===== src/rtl/xy_tracker.sv =====
// Pixel-scan tracker: locks onto an x-y counter at (0,0) and follows it, emitting linear addresses.
// Optional saturating error counter is enabled by defining XY_TRACKER_ERRCNT_EN.
module xy_tracker #(
    parameter int WIDTH  = 640,
    parameter int HEIGHT = 480
) (
    input  logic                               clock,
    input  logic                               reset_n,
    input  logic                               enable,
    input  logic [$clog2(WIDTH)-1:0]           x,
    input  logic [$clog2(HEIGHT)-1:0]          y,
    output logic [$clog2(WIDTH*HEIGHT)-1:0]    addr,
    output logic                               valid,
    output logic                               line_end,
    output logic                               frame_end,
    output logic                               locked,
    output logic                               error,
    output logic [7:0]                         frame_count
`ifdef XY_TRACKER_ERRCNT_EN
    ,
    output logic [7:0]                         error_count
`endif
);

    localparam int X_W = $clog2(WIDTH);
    localparam int Y_W = $clog2(HEIGHT);
    localparam int A_W = $clog2(WIDTH * HEIGHT);

    typedef enum logic {
        SEARCH = 1'b0,
        LOCKED = 1'b1
    } state_t;

    state_t         state_reg, state_next;
    logic [X_W-1:0] ex_reg, ex_next;
    logic [Y_W-1:0] ey_reg, ey_next;
    logic [A_W-1:0] addr_reg, addr_next;
    logic           valid_reg, valid_next;
    logic           line_end_reg, line_end_next;
    logic           frame_end_reg, frame_end_next;
    logic           error_reg, error_next;
    logic [7:0]     frame_count_reg, frame_count_next;

    logic           accept;
    logic           at_last_col;
    logic           at_last_row;
    logic [A_W-1:0] addr_calc;

    // An accepted sample always equals the expected coordinate, so the raw inputs are
    // in range here; the product is formed at full address width and cannot overflow.
    assign addr_calc   = A_W'(y) * A_W'(WIDTH) + A_W'(x);
    assign at_last_col = (x == X_W'(WIDTH - 1));
    assign at_last_row = (y == Y_W'(HEIGHT - 1));

    always_comb begin
        state_next       = state_reg;
        ex_next          = ex_reg;
        ey_next          = ey_reg;
        addr_next        = addr_reg;
        valid_next       = 1'b0;
        line_end_next    = 1'b0;
        frame_end_next   = 1'b0;
        error_next       = 1'b0;
        frame_count_next = frame_count_reg;
        accept           = 1'b0;

        if (enable) begin
            case (state_reg)
                SEARCH: begin
                    if (x == '0 && y == '0) begin
                        state_next = LOCKED;
                        accept     = 1'b1;
                    end
                end
                LOCKED: begin
                    if (x == ex_reg && y == ey_reg) begin
                        accept = 1'b1;
                    end else begin
                        // A mismatch never relocks in the same cycle, even at (0,0).
                        state_next = SEARCH;
                        error_next = 1'b1;
                        ex_next    = '0;
                        ey_next    = '0;
                    end
                end
                default: begin
                    state_next = SEARCH;
                end
            endcase
        end

        if (accept) begin
            valid_next     = 1'b1;
            addr_next      = addr_calc;
            line_end_next  = at_last_col;
            frame_end_next = at_last_col && at_last_row;
            if (at_last_col && at_last_row) begin
                frame_count_next = frame_count_reg + 8'd1;
            end
            if (at_last_col) begin
                ex_next = '0;
                ey_next = at_last_row ? '0 : y + 1'b1;
            end else begin
                ex_next = x + 1'b1;
                ey_next = y;
            end
        end
    end

    always_ff @(posedge clock or negedge reset_n) begin
        if (!reset_n) begin
            state_reg       <= SEARCH;
            ex_reg          <= '0;
            ey_reg          <= '0;
            addr_reg        <= '0;
            valid_reg       <= 1'b0;
            line_end_reg    <= 1'b0;
            frame_end_reg   <= 1'b0;
            error_reg       <= 1'b0;
            frame_count_reg <= 8'd0;
        end else begin
            state_reg       <= state_next;
            ex_reg          <= ex_next;
            ey_reg          <= ey_next;
            addr_reg        <= addr_next;
            valid_reg       <= valid_next;
            line_end_reg    <= line_end_next;
            frame_end_reg   <= frame_end_next;
            error_reg       <= error_next;
            frame_count_reg <= frame_count_next;
        end
    end

`ifdef XY_TRACKER_ERRCNT_EN
    logic [7:0] error_count_reg;

    always_ff @(posedge clock or negedge reset_n) begin
        if (!reset_n) begin
            error_count_reg <= 8'd0;
        end else if (error_next && error_count_reg != 8'hFF) begin
            error_count_reg <= error_count_reg + 8'd1;
        end
    end

    assign error_count = error_count_reg;
`endif

    assign addr        = addr_reg;
    assign valid       = valid_reg;
    assign line_end    = line_end_reg;
    assign frame_end   = frame_end_reg;
    assign locked      = (state_reg == LOCKED);
    assign error       = error_reg;
    assign frame_count = frame_count_reg;

endmodule


===== config.mk =====
export PLATFORM = sky130hd
export DESIGN_NAME = xy_tracker
export DESIGN_NICKNAME = d
export VERILOG_FILES = /design/src/rtl/xy_tracker.sv
export SDC_FILE = /design/constraint.sdc
export NUM_CORES = 1
export LEC_CHECK = 0
export BUFFER_PORTS_ARGS = -buffer_cell sky130_fd_sc_hd__buf_4
export CAP_MARGIN = 20
export CORE_ASPECT_RATIO = 1.25
export CORE_UTILIZATION = 54
export DETAILED_ROUTE_END_ITERATION = 8
export PLACE_DENSITY = 0.77
export SYNTH_ARGS = -nofsm -noshare
export SYNTH_HDL_FRONTEND = slang
export SYNTH_SLANG_ARGS = --single-unit

===== constraint.sdc =====
create_clock -name clock -period 2.83 [get_ports clock]
set_clock_uncertainty 0.15 [all_clocks]
set_input_delay 0.566 -clock clock [delete_from_list [all_inputs] [get_ports clock]]
set_output_delay 0.566 -clock clock [all_outputs]
set_load 0.05 [all_outputs]

-- Word level (Yosys, flattened, before mapping)
Cells that the tools add are included.
Widths: inputs -> output; s select.
- bitwise gates (word level): 1
- multiplexer cells: 21
- eq/ne operators: 5
- add/subtract/negate cells: 4
- reduce and logical (&&, ||, !) cells: 9
- multipliers: 1
- operator list (cell ; count):
    $mux 9 ; 6
    $mux 10 ; 5
    $add 19x10->19 ; 1
    $mul 9x3->12 const B ; 1
    $add 10x1->10 const B ; 1
    $eq 10x10->1 ; 1
    $eq 10x10->1 const B ; 1
    $logic_not 10->1 ; 1
    $add 9x1->9 const B ; 1
    $eq 9x9->1 ; 1
    $eq 9x9->1 const B ; 1
    $logic_not 9->1 ; 1
    $mux 1 ; 9
    $add 8x1->8 const B ; 1
    $reduce_bool 2->1 ; 2
    $logic_and 1x1->1 ; 3
    $reduce_and 3->1 ; 1
    $ne 2x2->1 const B ; 1
    $pmux 1 s2 ; 1
    $reduce_and 2->1 ; 1
    $not 1->1 ; 1
- word-level logic and storage cells: 50
- input bits: 22
- register bits after elaboration: 51

-- Logic depth before layout (Yosys ltp)
- word-level depth: 7
- mapped depth: 9
- mapped depth without buffers: 9

-- Least setup slack after synthesis
Ideal clock, no wire load.
- path kind: input port to flip-flop
- start: in y[1]
- end: reg addr_reg[17] (netlist: addr[17])
- stages: 9
- data arrival time: 2.917 ns
- slack: -0.368 ns
- required time: 2.549 ns
- buffers on the path: 0
- setup time: 0.131 ns
- cells stage by stage: ha_1 > ha_1 > fa_1 > a211oi_2 > o21a_1 > a211oi_1 > or3_1 > o2111ai_1 > or3b_1
- word-level cells in the longest chain between the ends: 5
- elaborated cells on any way between the ends: 10
- RTL lines (item ; line ; RTL):
    from (decl) ; 11 ; input logic [$clog2(HEIGHT)-1:0] y,
    parallel branches: the longest is 5 deep, another holds $add 19x10->19 ; n/a ;
    to (signal assigned) ; 125 ; addr_reg <= addr_next;
    to (decl) ; 37 ; logic [A_W-1:0] addr_reg, addr_next;
Parallel ways; which one is timed is not known.
A chain may end at the register's enable or synchronous reset.

-- Worst setup path in the final report
- start: in y[3]
- end: reg addr_reg[17] (netlist: addr[17])
Same word-level chain as after synthesis.

==> results.toml <==
[timing]
setup_slack_ps = -48.8
report.final.setup_viol = 2
layout_min_cycle_time_ps = 2880
finalHoldViolCount = 0
setup_tns_ps = -59.6
rsz0062_at_grt = "yes"
final-max-slew-violation-count = 0
timing.max_slew.rel_slack = 0.568
hold_ws_ps = 135
post-route-period-util = 1.02
fmax_mhz = 347
worstMarginPinSlew_ps = 648

[die]
start_util = 0.567
ios = 54
die_y_microns = 89.7
core_sq_um = 5860
chipWidth_microns = 72.1
num_rows = 31
die_area_sq_um = 6470

[layout]
finalInstanceArea_sq_um = 4440
drive_gt1_frac = 0.315
multiInputGateArea_sq_um = 2080
final_cells = 548
register_area_sq_um = 1280
fill_cells = 424
nets = 511
synthToLayoutAreaGrowth_pct = 33.9
antennaDiodeCount = 0
final_util = 0.759
largest_reg_flops = 19

[global_route]
grt_pass1_vias = 2936
grt-ovfl-total = 0
grt_use_total = 0.268
grt_start_max_net_pins = 52
grt_pass1_wl_microns = 13400
antenna_found_initial = 0

[synth]
synth.ff_latch_count = 51
ys.flop_type = "dfrtp_1"
synth_top_cell_by_area = "dfrtp_1"
synth_common_cells = "nand2_1, dfrtp_1, xor2_1, o21ai_0, ha_1"
syn_area_sq_um = 3320
synth_top_cells_by_area = "dfrtp_1, xor2_1, ha_1"
synth_edf_count = 0
yosysMostFrequentCell = "nand2_1"
ys_seq_area_frac = 0.384
synth-async-reset-ratio = 1.00
ys.warnings.count = 0
synth_top_area_share = 0.384
syn-num-nets = 404
syn_area_per_cell_sq_um = 9.27
ys_types = 53
synthCells = 358

[setup_path]
crit_required_ps = 2870
rrSetupSlack_ps = 420
r2r_cells = 8
cp_common_cell = "ha_4"
cp_cell_sequence = "buf_8 -> ha_4 -> ha_4 -> fa_2 -> buf_4 -> o2111ai_1 -> or3_4 -> o2111ai_2 -> or3b_1"
critPathTopFamily = "adder cells"
cpPeakStageDelay_ps = 600
critPathLaunchType = "primary input"
critical_path_class = "in2reg"
r2r_start = "ey_reg[2]"
slowest_stage = "fa_2"
rr_endpoint = "ey_reg[4]"
critPathCaptureType = "flop"
crit_arrival_ps = 2920
cp_num_buf_inv = 2
critPathMaxFanout = 3

[worst_hold_path]
min_path_type = "in2async"

[drt]
wl_microns = 8560
vias = 3029
routedWlPerCell_microns = 15.6
post_drt_via_cell_ratio = 5.53
drt-initial-drc-count = 168
remaining_drc_errors = 0
drtPass1Iterations = 4
ant_nets = 0

[pwr]
power_mw = 1.70
ir_drop_mv = 0.219
p_per_area_nw_per_um2 = 382
leakagePower_nw = 2.16

[status]
status = "finished, violations left"
violations = "setup timing"

[placed_design]
dp_hpwl_microns = 6620
dpl_cell_area_sq_um = 4210
port_buffers = 53
place_inst = 538
dp_slack_ps = -430
place_congestion = 0.889

[clocking]
cts_tree = "yes"
clock_path_buffers = 2
clock-root-buffer = "clkbuf_8"
ctsHoldBuffers = 0
clkSlewWorstSetupHoldPaths_ps = 90
htree_levels = 2
cts_made_buffers = 5
clk_latency_ps = 310
cts_sinks = 51

[flow_run]
drv_cap = 0
cell type report:
cell class	count	share of cell area
Timing Repair Buffer	109	0.187
Clock buffer	6	0.0186
Tap cell	82	0.0231
Sequential cell	51	0.287
Clock inverter	2	0.00788
Multi-Input combinational cell	288	0.468
Inverter	10	0.00845
power breakdown:
| part | internal (mW) | switching, mW |
|---|---|---|
| sequential | 0.728 | 0.0000183 |
| combinational | 0.216 | 0.224 |
| clock | 0.286 | 0.242 |
metal layers:
layer	up-vias	wire, microns	GRT usage
met4	0	179	0.0998
met1	1447	3530	0.318
met3	16	327	0.0402
met5	-	0	0
met2	93	4520	0.489
li1	1473	-	-
placed cells by master, fill, tap and decap left out, drive strengths merged, types with 3 or more instances in the layout:
cell type  count
xnor2          8
nand4          9
nor2b          3
or3            4
mux2           3
ha            22
nor3b          5
o21ai         38
nor4           9
and3           3
nor3          10
a211oi         4
nor2          18
buf          109
nand2         65
nand3          8
clkbuf         6
inv           10
a21oi          4
and2           4
dfrtp         51
xor2          40
how the worst max path moves through the flow:
stage / startpoint / to / slack, ps / depth (start not counted)
after floorplan: y[1] / addr[17] / -130 / 9
after global placement: y[4] / addr[17] / -320 / 9
after detailed placement: y[4] / addr[17] / -430 / 9
after CTS: y[2] / addr[17] / -20 / 9
after global routing: y[3] / addr[18] / -150 / 11
final: y[3] / addr[17] / -50 / 9
cell families after synthesis:
| family | share of synthesized area |
|---|---|
| and+or+nand+nor | 0.220 |
| AOI/OAI and AO/OA | 0.130 |
| DFF | 0.384 |
| xor gates and xnor gates | 0.127 |
| adders and majority gates | 0.0950 |
| buffers and inverters | 0.0305 |
| muxes | 0.0132 |
timing repair:
item	CTS	global route
endpoints found under the hold margin	0	0
setup endpoints to repair	1	4
pin swaps	6	11
gates resized for setup	8	11
cloned	0	0
setup buffers	0	2
(Power assumes the default switching activity.)
